$ cat src/rtl/neuron_row_mac.sv
// neuron_row_mac: streams N_INPUTS activations against weights read from an
// external BRAM (one per cycle), accumulates the signed Q16.16 products, adds
// a Q8.8 bias, rounds back to Q8.8 with saturation and optional ReLU, and
// emits one result word with a single-cycle OUT_VALID pulse.
//
// Handshake: an activation is consumed on every posedge where
// X_VALID && X_READY; X_READY is high only in RUN while fewer than N_INPUTS
// activations have been taken, and X_VALID may come and go freely.
module neuron_row_mac #(
   parameter int N_INPUTS = 28,
   parameter int ADDR_W   = 5,
   parameter int DATA_W   = 16,
   parameter int ACC_W    = 40,
   parameter int RELU     = 1
) (
   input  logic                     CLK,
   input  logic                     RST,
   input  logic                     START,
   input  logic signed [DATA_W-1:0] BIAS,
   input  logic signed [DATA_W-1:0] X_DATA,
   input  logic                     X_VALID,
   output logic                     X_READY,
   output logic        [ADDR_W-1:0] W_ADDR,
   output logic                     W_EN,
   output logic                     W_WE,
   input  logic signed [DATA_W-1:0] W_DO,
   output logic signed [DATA_W-1:0] OUT_DATA,
   output logic                     OUT_VALID,
   output logic                     BUSY
);

   // count must reach N_INPUTS itself, so it is one bit wider than the address
   localparam int CNT_W  = ADDR_W + 1;
   localparam int PROD_W = 2 * DATA_W;

   localparam logic        [CNT_W-1:0] CNT_ONE = CNT_W'(1);
   localparam logic        [CNT_W-1:0] CNT_N   = CNT_W'(N_INPUTS);
   localparam logic signed [ACC_W-1:0] SAT_MAX = ACC_W'((2 ** (DATA_W - 1)) - 1);
   localparam logic signed [ACC_W-1:0] SAT_MIN = ~SAT_MAX;

   typedef enum logic [1:0] {
      S_IDLE   = 2'd0,
      S_RUN    = 2'd1,
      S_DRAIN  = 2'd2,
      S_FINISH = 2'd3
   } state_t;

   state_t                     r_state;
   state_t                     w_state_nxt;
   logic        [CNT_W-1:0]    r_count;
   logic        [CNT_W-1:0]    w_count_inc;
   logic                       w_accept;
   logic                       w_start_pass;
   logic signed [PROD_W-1:0]   w_x_ext;
   logic signed [PROD_W-1:0]   w_w_ext;
   logic signed [PROD_W-1:0]   w_prod;
   logic signed [PROD_W-1:0]   r_prod;
   logic                       r_prod_vld;
   logic signed [ACC_W-1:0]    w_prod_ext;
   logic signed [ACC_W-1:0]    r_acc;
   logic signed [ACC_W-1:0]    w_bias_ext;
   logic signed [ACC_W-1:0]    w_sum;
   logic signed [ACC_W-1:0]    w_res;
   logic signed [DATA_W-1:0]   w_sat;
   logic signed [DATA_W-1:0]   w_final;

   assign w_start_pass = (r_state == S_IDLE) && START;
   assign w_accept     = X_VALID && X_READY;
   assign w_count_inc  = r_count + CNT_ONE;
   assign W_WE         = 1'b0;

   // State register
   always_ff @(posedge CLK or posedge RST) begin
      if (RST) r_state <= S_IDLE;
      else     r_state <= w_state_nxt;
   end

   // Next state: RUN leaves on the edge that takes the last activation, so the
   // final product lands in acc during DRAIN and FINISH sees a complete sum
   always_comb begin
      w_state_nxt = r_state;
      case (r_state)
         S_IDLE:   if (START) w_state_nxt = S_RUN;
         S_RUN:    if ((r_count == CNT_N) || (w_accept && (w_count_inc == CNT_N)))
                      w_state_nxt = S_DRAIN;
         S_DRAIN:  w_state_nxt = S_FINISH;
         S_FINISH: w_state_nxt = S_IDLE;
         default:  w_state_nxt = S_IDLE;
      endcase
   end

   // FSM outputs: BRAM enabled and activations accepted only while running
   always_comb begin
      W_EN    = 1'b0;
      X_READY = 1'b0;
      BUSY    = (r_state != S_IDLE);
      if (r_state == S_RUN) begin
         W_EN    = 1'b1;
         X_READY = (r_count < CNT_N);
      end
   end

   // Count and BRAM address; address moves only on accept so W_DO stays on W[count]
   always_ff @(posedge CLK or posedge RST) begin
      if (RST) begin
         r_count <= '0;
         W_ADDR  <= '0;
      end else if (w_start_pass) begin
         r_count <= '0;
         W_ADDR  <= '0;
      end else if (w_accept) begin
         r_count <= w_count_inc;
         W_ADDR  <= w_count_inc[ADDR_W-1:0];
      end
   end

   assign w_x_ext = {{DATA_W{X_DATA[DATA_W-1]}}, X_DATA};
   assign w_w_ext = {{DATA_W{W_DO[DATA_W-1]}}, W_DO};
   assign w_prod  = w_x_ext * w_w_ext;

   // Stage 1: register the signed product of the accepted pair
   always_ff @(posedge CLK or posedge RST) begin
      if (RST) begin
         r_prod     <= '0;
         r_prod_vld <= 1'b0;
      end else begin
         r_prod_vld <= w_accept;
         if (w_accept) r_prod <= w_prod;
      end
   end

   assign w_prod_ext = {{(ACC_W - PROD_W){r_prod[PROD_W-1]}}, r_prod};

   // Stage 2: accumulate qualified products; cleared when a pass begins
   always_ff @(posedge CLK or posedge RST) begin
      if (RST)               r_acc <= '0;
      else if (w_start_pass) r_acc <= '0;
      else if (r_prod_vld)   r_acc <= r_acc + w_prod_ext;
   end

   // Bias align (Q8.8 -> Q16.16), round toward -inf, saturate, optional ReLU
   always_comb begin
      w_bias_ext = {{(ACC_W - DATA_W - 8){BIAS[DATA_W-1]}}, BIAS, 8'h00};
      w_sum      = r_acc + w_bias_ext;
      w_res      = w_sum >>> 8;
      if (w_res > SAT_MAX)      w_sat = {1'b0, {(DATA_W - 1){1'b1}}};
      else if (w_res < SAT_MIN) w_sat = {1'b1, {(DATA_W - 1){1'b0}}};
      else                      w_sat = w_res[DATA_W-1:0];
      w_final = w_sat;
      if ((RELU != 0) && w_sat[DATA_W-1]) w_final = '0;
   end

   // Result register: updated and flagged on the FINISH -> IDLE edge
   always_ff @(posedge CLK or posedge RST) begin
      if (RST) begin
         OUT_DATA  <= '0;
         OUT_VALID <= 1'b0;
      end else begin
         OUT_VALID <= (r_state == S_FINISH);
         if (r_state == S_FINISH) OUT_DATA <= w_final;
      end
   end

endmodule

$ cat config.mk
export PLATFORM = sky130hd
export DESIGN_NAME = neuron_row_mac
export DESIGN_NICKNAME = d
export VERILOG_FILES = /design/src/rtl/neuron_row_mac.sv
export SDC_FILE = /design/constraint.sdc
export NUM_CORES = 1
export LEC_CHECK = 0
export CAP_MARGIN = 15
export CORE_ASPECT_RATIO = 1.4
export CORE_MARGIN = 1.5
export CORE_UTILIZATION = 58
export DETAILED_ROUTE_END_ITERATION = 10
export PLACE_DENSITY = 0.8
export SLEW_MARGIN = 20
export SYNTH_ARGS = -nofsm -noshare
export SYNTH_HDL_FRONTEND = slang
export SYNTH_SLANG_ARGS = --single-unit
$ cat constraint.sdc
create_clock -name CLK -period 3.4 [get_ports CLK]
set_clock_uncertainty 0.15 [all_clocks]
set_input_delay 0.85 -clock CLK [delete_from_list [all_inputs] [get_ports CLK]]
set_output_delay 0.85 -clock CLK [all_outputs]
set_load 0.005 [all_outputs]
==> results of run 1 <==
## synthesized netlist by cell type (4+ instances only)
cell type	instances
xnor2_1	55
o41ai_1	4
and2_1	124
inv_1	343
o31ai_1	6
nor4_1	4
nand3b_1	4
nor2b_1	12
o21bai_1	11
clkbuf_1	59
nand4_1	16
nand2b_1	14
a21oi_1	99
ha_1	160
dfrtp_1	97
mux2i_1	26
nor2_1	130
o21a_1	18
a31oi_1	15
nor4b_1	4
a21oi_2	10
a211oi_2	5
nand3_1	21
o211ai_1	8
nand2_1	230
buf_1	6
buf_4	8
and3_1	8
o21ai_0	81
a21o_1	38
o21ai_1	19
a211oi_1	14
nor3_1	12
fa_1	264
xor2_1	33
## registers in the layout (all words and copies together), names as in the netlist
register	cells
OUT_DATA	15
OUT_VALID	1
W_ADDR	4
r_acc	40
r_count	2
r_prod	32
r_prod_vld	1
r_state	2
## logic make-up after synthesis
kind of cell / share of synthesized area
AND/OR/NAND/NOR: 0.164
buffers and inverters: 0.0923
XOR/XNOR: 0.0437
flip-flops: 0.138
multiplexers: 0.0160
adder cells (fa/ha/maj): 0.413
AO/OA/AOI/OAI: 0.134
other: 0.000212
## through the flow
stage                     setup WS [ns]  hold slack [ns]  setup TNS (ns)  std cells  utilization
after floorplan                   -2.88            0.295          -62.12       2024            -
after global placement            -3.67            0.311          -97.27       2682        0.701
after detailed placement          -3.81            0.327         -100.82       2682        0.701
after CTS                         -2.96            0.342          -62.89       2746        0.750
after global routing              -3.32            0.364          -74.39       2777        0.781
final                             -3.14            0.345          -69.15       2777        0.781
## critical path, cell delays in order
cell and delay (ns):
clkbuf_4 0.14, buf_6 0.12, buf_4 0.11, buf_4 0.13, nand2_2 0.06, fa_1 0.43, inv_1 0.13, fa_1 0.21
inv_2 0.05, fa_1 0.43, fa_1 0.51, inv_1 0.06, fa_1 0.57, inv_1 0.07, fa_1 0.50, inv_2 0.06
ha_4 0.23, buf_6 0.13, a21oi_4 0.16, o22ai_4 0.10, a311oi_2 0.39, o21ai_4 0.13, o211ai_1 0.29, a21oi_2 0.14
buf_4 0.16, o41ai_4 0.21, xnor2_1 0.15, o21ai_1 0.07
## per-layer routing
metal / vias up / wire length, um
met5: - / 0
met1: 8021 / 19700
met2: 638 / 28400
li1: 7204 / -
met4: 0 / 2830
met3: 229 / 2310
## how the worst max path moves through the flow
stage	to	start	depth (start not counted)
floorplan	r_prod[28]	W_DO[6]	21
global placement	r_prod[27]	W_DO[4]	23
detailed placement	r_prod[27]	X_DATA[6]	26
CTS	r_prod[31]	X_DATA[5]	25
global route	r_prod[27]	X_DATA[13]	25
finish	r_prod[31]	W_DO[8]	28
## cell type report
type                       instances  share of cell area
clock buffer                       9             0.00964
clock inverter                     7             0.00407
inverter                         343              0.0554
multi-input combinational       1506               0.646
sequential                        97               0.104
tap                              385              0.0206
timing repair buffer             430               0.161
## timing repair
action	CTS	global route
gates cloned	2	0
setup buffers	50	39
gates resized for setup	311	169
pin swaps	104	108
endpoints found under the setup margin	44	51
==> impl_results.html, run 1 <==
<table>
<tr><th>Metric</th><th>Value</th></tr>
<tr><th colspan="2">Detailed routing</th></tr>
<tr><td>Final wirelength</td><td>around 53000 um</td></tr>
<tr><td>Number of vias in the routed layout</td><td>approximately 16000</td></tr>
<tr><td>Number of DRC markers in iteration 0</td><td>950</td></tr>
<tr><td>Count of antenna-violating nets left after detailed routing</td><td>0</td></tr>
<tr><td>Per-cell routed wire length</td><td>approximately 19 um</td></tr>
<tr><td>Number of remaining DRC errors</td><td>0</td></tr>
<tr><td>Count of TritonRoute iterations in the first routing pass</td><td>6</td></tr>
<tr><td>Via-to-Cell Ratio</td><td>~5.8</td></tr>
<tr><th colspan="2">Logic synthesis</th></tr>
<tr><td>Number of library cell types mapped by synthesis</td><td>84</td></tr>
<tr><td>Post-synthesis async set-or-reset flop share</td><td>1.00</td></tr>
<tr><td>Number of warnings printed during yosys synthesis</td><td>0</td></tr>
<tr><td>Sequential share of the synthesized area</td><td>0.138</td></tr>
<tr><td>Top_reg_cell synth</td><td>dfrtp_1</td></tr>
<tr><td>Number of enable-type register cells in the synthesized netlist</td><td>0</td></tr>
<tr><td>Cell types occupying the most area after synthesis</td><td>fa_1 (30%), dfrtp_1 (14%), ha_1 (11%), inv_1 (7.3%), nand2_1 (4.9%)</td></tr>
<tr><td>Summed instance area of the synthesized netlist</td><td>17600 um2</td></tr>
<tr><td>Post-synthesis sequential element count</td><td>slightly below 100</td></tr>
<tr><td>Synth area leader</td><td>fa_1</td></tr>
<tr><td>Count of mapped cells out of synthesis</td><td>2023</td></tr>
<tr><td>Fraction of post-synthesis cell area in the top cell type by area</td><td>0.299</td></tr>
<tr><td>Mean Syn Cell Area</td><td>just under 9 um2</td></tr>
<tr><th colspan="2">Timing</th></tr>
<tr><td>F_max</td><td>approximately 150 MHz</td></tr>
<tr><td>Measured slew at the worst slew-check pin</td><td>0.879 ns</td></tr>
<tr><td>RSZ-0062 raised after global routing</td><td>yes</td></tr>
<tr><td>Worst Setup Slack, final</td><td>-3.14 ns</td></tr>
<tr><td>Clock period minus worst slack</td><td>~6.5 ns</td></tr>
<tr><td>Number of setup violations in the final report</td><td>between 40 and 50</td></tr>
<tr><td>Max-slew violations</td><td>0</td></tr>
<tr><td>Worst max-slew margin expressed relative to the limit</td><td>0.413</td></tr>
<tr><td>Crit share post-route</td><td>1.92</td></tr>
<tr><td>Number of hold violations in the final report</td><td>0</td></tr>
<tr><th colspan="2">Clock tree</th></tr>
<tr><td>Clock tree from TritonCTS</td><td>yes</td></tr>
<tr><td>Number of buffers inserted by hold repair at cts</td><td>0</td></tr>
<tr><td>Root buffer cell</td><td>clkbuf_16</td></tr>
<tr><td>Clock transition at the registers of the reported paths</td><td>roughly 0.060 ns</td></tr>
<tr><td>Clock network latency to the later pin of the worst-skew pair</td><td>0.37 ns</td></tr>
<tr><td>Number of buffers created by CTS</td><td>9</td></tr>
<tr><td>Total number of clock tree sinks</td><td>between 90 and 100</td></tr>
<tr><td>Deepest clock path buffer count</td><td>2</td></tr>
<tr><td>H-tree depth</td><td>3</td></tr>
<tr><th colspan="2">Global route</th></tr>
<tr><td>Vias in the first global route</td><td>16962</td></tr>
<tr><td>Pin count of the biggest net entering global routing</td><td>98</td></tr>
<tr><td>Overall global routing resource usage</td><td>0.311</td></tr>
<tr><td>GR Util met2</td><td>0.582</td></tr>
<tr><td>Initial antenna violation count</td><td>0</td></tr>
<tr><td>GR met1 Demand/Resource</td><td>0.349</td></tr>
<tr><td>Top Usage Layer GRT</td><td>met2</td></tr>
<tr><td>First-pass GRT wire length</td><td>about 78000 um</td></tr>
<tr><td>Global route total overflow</td><td>0</td></tr>
<tr><td>Met3 track utilization from global routing</td><td>0.0285</td></tr>
<tr><th colspan="2">Min path</th></tr>
<tr><td>Hold path startpoint</td><td>r_prod[29]</td></tr>
<tr><td>Count of cells along the worst hold path</td><td>2</td></tr>
<tr><td>Tightest Hold Check Type</td><td>reg -&gt; reg</td></tr>
<tr><td>Destination of the worst hold path</td><td>r_prod[29]</td></tr>
<tr><th colspan="2">Placed design</th></tr>
<tr><td>Instance area at placement</td><td>around 21000 um2</td></tr>
<tr><td>Count of port buffers added during placement</td><td>between 70 and 80</td></tr>
<tr><td>Post-detail-place hpwl</td><td>~36000 um</td></tr>
<tr><td>Final GP Congestion</td><td>0.940</td></tr>
<tr><th colspan="2">Critical path</th></tr>
<tr><td>Flop-to-flop setup slack</td><td>-0.13 ns</td></tr>
<tr><td>Endpoint arrival time on the critical path</td><td>around 6.6 ns</td></tr>
<tr><td>Kind of end point of the critical path</td><td>flop</td></tr>
<tr><td>Reg2reg start</td><td>r_prod[0]</td></tr>
<tr><td>Critical path startpoint category</td><td>input pin</td></tr>
<tr><td>Required time of the critical path</td><td>approximately 3.5 ns</td></tr>
<tr><td>Startpoint-to-endpoint class of the critical path</td><td>in -&gt; reg</td></tr>
<tr><td>Worst reg2reg path endpoint</td><td>r_acc[38]</td></tr>
<tr><td>Biggest fanout along the worst timing path</td><td>5</td></tr>
<tr><td>R2r worst-path depth</td><td>13</td></tr>
<tr><th colspan="2">Finish</th></tr>
<tr><td>Filler cells</td><td>approximately 1800</td></tr>
<tr><td>Commonest cells after routing, fill and taps aside</td><td>inv_1 (310), buf_4 (299), fa_1 (245)</td></tr>
<tr><td>Syn-to-layout area delta</td><td>32.4%</td></tr>
<tr><td>Number of antenna repair diodes</td><td>0</td></tr>
<tr><td>Share of layout cells above drive strength 1</td><td>0.291</td></tr>
<tr><td>Commonest non-fill, non-tap cell in the layout</td><td>inv_1</td></tr>
<tr><td>Total area of sequential cells</td><td>~2400 um2</td></tr>
<tr><td>Final net count</td><td>around 2900</td></tr>
<tr><td>Final cell area excluding filler cells</td><td>roughly 23000 um2</td></tr>
<tr><td>Footprint of the multi-input gates</td><td>approximately 15000 um2</td></tr>
<tr><th colspan="2">Run status</th></tr>
<tr><td>Violated checks</td><td>setup timing</td></tr>
<tr><td>Outcome</td><td>finished, violations left</td></tr>
<tr><th colspan="2">Die</th></tr>
<tr><td>Count of standard-cell rows</td><td>75</td></tr>
<tr><td>Core area</td><td>between 20000 and 30000 um2</td></tr>
<tr><td>Area of the die</td><td>roughly 31000 um2</td></tr>
<tr><td>Starting density of the core</td><td>0.590</td></tr>
<tr><td>I/O pin cnt</td><td>a little under 80</td></tr>
<tr><td>Die Y</td><td>209 um</td></tr>
<tr><td>Die Wd</td><td>150 um</td></tr>
<tr><th colspan="2">Job</th></tr>
<tr><td>Max_cap viols</td><td>0</td></tr>
</table>
Power of run 1 is not shown: default switching activity piles up to over one toggle a cycle in this logic, so the estimate is an artifact.
==> run 2, diff against run 1 <==
CORE_UTILIZATION = 62   (was 58)
PLACE_DENSITY = 0.81   (was 0.8)
clock period = 6.5 ns   (was 3.4 ns; I/O delays follow)
==> impl_results.html, run 2 (synthesized netlist as in run 1, its figures left out) <==
<table>
<tr><th>Metric</th><th>Value</th></tr>
<tr><th colspan="2">Run status</th></tr>
<tr><td>Outcome</td><td>finished, violations left</td></tr>
<tr><td>Violated checks</td><td>setup timing</td></tr>
<tr><th colspan="2">Die</th></tr>
<tr><td>Die Wd</td><td>146 um (-3.2%)</td></tr>
<tr><td>Area of the die</td><td>29500 um2 (-6.3%)</td></tr>
<tr><td>Count of standard-cell rows</td><td>72 (-4.0%)</td></tr>
<tr><td>I/O pin cnt</td><td>78 (unchanged)</td></tr>
<tr><td>Die Y</td><td>203 um (-3.2%)</td></tr>
<tr><td>Starting density of the core</td><td>0.634 (+0.0444)</td></tr>
<tr><td>Core area</td><td>27800 um2 (-7.0%)</td></tr>
<tr><th colspan="2">Detailed routing</th></tr>
<tr><td>Count of TritonRoute iterations in the first routing pass</td><td>6 (unchanged)</td></tr>
<tr><td>Number of vias in the routed layout</td><td>14780 (-8.2%)</td></tr>
<tr><td>Via-to-Cell Ratio</td><td>5.63 (-2.8%)</td></tr>
<tr><td>Per-cell routed wire length</td><td>17.4 um (-9.4%)</td></tr>
<tr><td>Number of DRC markers in iteration 0</td><td>586 (-38%)</td></tr>
<tr><td>Count of antenna-violating nets left after detailed routing</td><td>0 (unchanged)</td></tr>
<tr><td>Final wirelength</td><td>45600 um (-14%)</td></tr>
<tr><td>Number of remaining DRC errors</td><td>0 (unchanged)</td></tr>
<tr><th colspan="2">Global route</th></tr>
<tr><td>Vias in the first global route</td><td>15789 (-6.9%)</td></tr>
<tr><td>Overall global routing resource usage</td><td>0.304 (-0.00665)</td></tr>
<tr><td>Initial antenna violation count</td><td>0 (unchanged)</td></tr>
<tr><td>Pin count of the biggest net entering global routing</td><td>64 (-35%)</td></tr>
<tr><td>First-pass GRT wire length</td><td>73000 um (-7.0%)</td></tr>
<tr><td>Global route total overflow</td><td>0 (unchanged)</td></tr>
<tr><th colspan="2">Finish</th></tr>
<tr><td>Footprint of the multi-input gates</td><td>14200 um2 (-5.8%)</td></tr>
<tr><td>Number of flip-flops in the largest register</td><td>40 (unchanged)</td></tr>
<tr><td>Final cell area excluding filler cells</td><td>21200 um2 (-9.5%)</td></tr>
<tr><td>Register bank with the most flops</td><td>r_acc</td></tr>
<tr><td>Number of standard cells in the final layout excluding fillers</td><td>2623 (-5.5%)</td></tr>
<tr><td>Filler cells</td><td>1815 (+2.5%)</td></tr>
<tr><td>Commonest non-fill, non-tap cell in the layout</td><td>inv_1</td></tr>
<tr><td>Commonest cells after routing, fill and taps aside</td><td>inv_1 (317), fa_1 (251), nand2_1 (217)</td></tr>
<tr><td>Number of antenna repair diodes</td><td>0 (unchanged)</td></tr>
<tr><td>Largest regs</td><td>r_acc (40), r_prod (32), OUT_DATA (15)</td></tr>
<tr><td>Total area of sequential cells</td><td>2430 um2 (unchanged)</td></tr>
<tr><td>Share of layout cells above drive strength 1</td><td>0.190 (-0.101)</td></tr>
<tr><td>Syn-to-layout area delta</td><td>19.8%</td></tr>
<tr><td>Final net count</td><td>2724 (-4.9%)</td></tr>
<tr><th colspan="2">Min path</th></tr>
<tr><td>Tightest Hold Check Type</td><td>reg -&gt; reg</td></tr>
<tr><td>Count of cells along the worst hold path</td><td>2 (unchanged)</td></tr>
<tr><td>Hold path startpoint</td><td>r_prod[23]</td></tr>
<tr><td>Destination of the worst hold path</td><td>r_prod[23]</td></tr>
<tr><th colspan="2">Critical path</th></tr>
<tr><td>CP Buf/Inv Count</td><td>8 (-3)</td></tr>
<tr><td>Kind of end point of the critical path</td><td>flop</td></tr>
<tr><td>Biggest fanout along the worst timing path</td><td>4 (-1)</td></tr>
<tr><td>Crit-path slowest cell</td><td>fa_1</td></tr>
<tr><td>Flop-to-flop setup slack</td><td>2.54 ns (+2.67 ns)</td></tr>
<tr><td>Critical path startpoint category</td><td>input pin</td></tr>
<tr><td>Startpoint-to-endpoint class of the critical path</td><td>in -&gt; reg</td></tr>
<tr><td>Worst reg2reg path endpoint</td><td>OUT_DATA[0]</td></tr>
<tr><td>R2r worst-path depth</td><td>13 (unchanged)</td></tr>
<tr><td>Required time of the critical path</td><td>6.58 ns (+3.10 ns)</td></tr>
<tr><td>Most used cell along the critical path</td><td>fa_1</td></tr>
<tr><td>Endpoint arrival time on the critical path</td><td>7.41 ns (+0.79 ns)</td></tr>
<tr><td>Reg2reg start</td><td>r_acc[8]</td></tr>
<tr><td>Cell class contributing the biggest share of worst-path delay</td><td>adder cells</td></tr>
<tr><td>Crit-path max cell delay</td><td>0.57 ns (about the same)</td></tr>
<tr><th colspan="2">Timing</th></tr>
<tr><td>Number of setup violations in the final report</td><td>19 (-57%)</td></tr>
<tr><td>Number of hold violations in the final report</td><td>0 (unchanged)</td></tr>
<tr><td>F_max</td><td>136 MHz</td></tr>
<tr><td>Crit share post-route</td><td>1.13</td></tr>
<tr><td>Max-slew violations</td><td>0 (unchanged)</td></tr>
<tr><td>Post-route worst hold slack</td><td>0.341 ns (-0.00372 ns)</td></tr>
<tr><td>Measured slew at the worst slew-check pin</td><td>0.858 ns (-0.0215 ns)</td></tr>
<tr><td>Worst max-slew margin expressed relative to the limit</td><td>0.428 (+0.0143)</td></tr>
<tr><td>Worst Setup Slack, final</td><td>-0.837 ns (+2.30 ns)</td></tr>
<tr><td>Clock period minus worst slack</td><td>between 7 and 8 ns</td></tr>
<tr><td>RSZ-0062 raised after global routing</td><td>yes</td></tr>
<tr><th colspan="2">Placed design</th></tr>
<tr><td>Instance area at placement</td><td>20100 um2 (-4.3%)</td></tr>
<tr><td>Final GP Congestion</td><td>0.936 (-0.37%)</td></tr>
<tr><td>Count of port buffers added during placement</td><td>75 (unchanged)</td></tr>
<tr><td>Worst setup slack before clock tree synthesis</td><td>-1.54 ns (+2.27 ns)</td></tr>
<tr><td>Post-detail-place hpwl</td><td>34700 um (-4.0%)</td></tr>
<tr><td>Total placed cells including tap cells</td><td>2568 (-4.3%)</td></tr>
<tr><th colspan="2">Job</th></tr>
<tr><td>Max_cap viols</td><td>0 (unchanged)</td></tr>
<tr><th colspan="2">Clock tree</th></tr>
<tr><td>H-tree depth</td><td>3 (unchanged)</td></tr>
<tr><td>Number of buffers inserted by hold repair at cts</td><td>0 (unchanged)</td></tr>
<tr><td>Deepest clock path buffer count</td><td>2 (unchanged)</td></tr>
<tr><td>Root buffer cell</td><td>clkbuf_16</td></tr>
<tr><td>Clock transition at the registers of the reported paths</td><td>0.06 ns (about the same)</td></tr>
<tr><td>Clock tree from TritonCTS</td><td>yes</td></tr>
<tr><td>Clock network latency to the later pin of the worst-skew pair</td><td>0.36 ns (about the same)</td></tr>
<tr><td>Number of buffers created by CTS</td><td>9 (unchanged)</td></tr>
<tr><td>Total number of clock tree sinks</td><td>97 (unchanged)</td></tr>
</table>
[run 2: per-stage QoR]
step | TNS, ns | util
3_3_place_gp | -22.52 | 0.721
3_5_place_dp | -25.27 | 0.721
2_1_floorplan | -4.16 | -
6_report | -9.47 | 0.760
5_1_grt | -12.30 | 0.760
4_1_cts | -6.99 | 0.747
[run 2: how the worst max path moves through the flow]
stage	start	endpoint	cells past startpoint	slack (ns)
after global placement	X_DATA[6]	r_prod[27]	26	-1.40
after global routing	X_DATA[10]	r_prod[27]	25	-1.02
final	X_DATA[10]	r_prod[27]	25	-0.84
after detailed placement	X_DATA[6]	r_prod[27]	26	-1.54
after CTS	X_DATA[5]	r_prod[26]	25	-0.65
after floorplan	W_DO[6]	r_prod[28]	21	-0.56
[run 2: cell type report]
cell class                      count  share of cell area
Clock inverter                      7             0.00373
Clock buffer                        9              0.0106
Timing Repair Buffer              291               0.116
Tap cell                          370              0.0219
Multi-Input combinational cell   1506               0.672
Inverter                          343              0.0610
Sequential cell                    97               0.115
[run 2: what timing repair did]
action                     4_1_cts  5_1_grt
pin swaps                       70       66
resized for setup              184       98
buffers inserted                27       14
setup endpoints to repair       22       21
cloned                           2        0
[run 2: tightest hold or removal path, stage by stage (launching register included)]
cell and delay, ns:
dfrtp_1 0.35, nand2_1 0.05, o21ai_0 0.06
[run 2: metal layers]
metal  track usage  vias to the layer above  share of wire
met5             0                        -              0
li1              -                     6927              -
met2         0.580                      425           0.53
met4         0.128                        0          0.046
met1         0.343                     7285           0.39
met3        0.0321                      143          0.036
Power of run 2 is left out for the same reason.
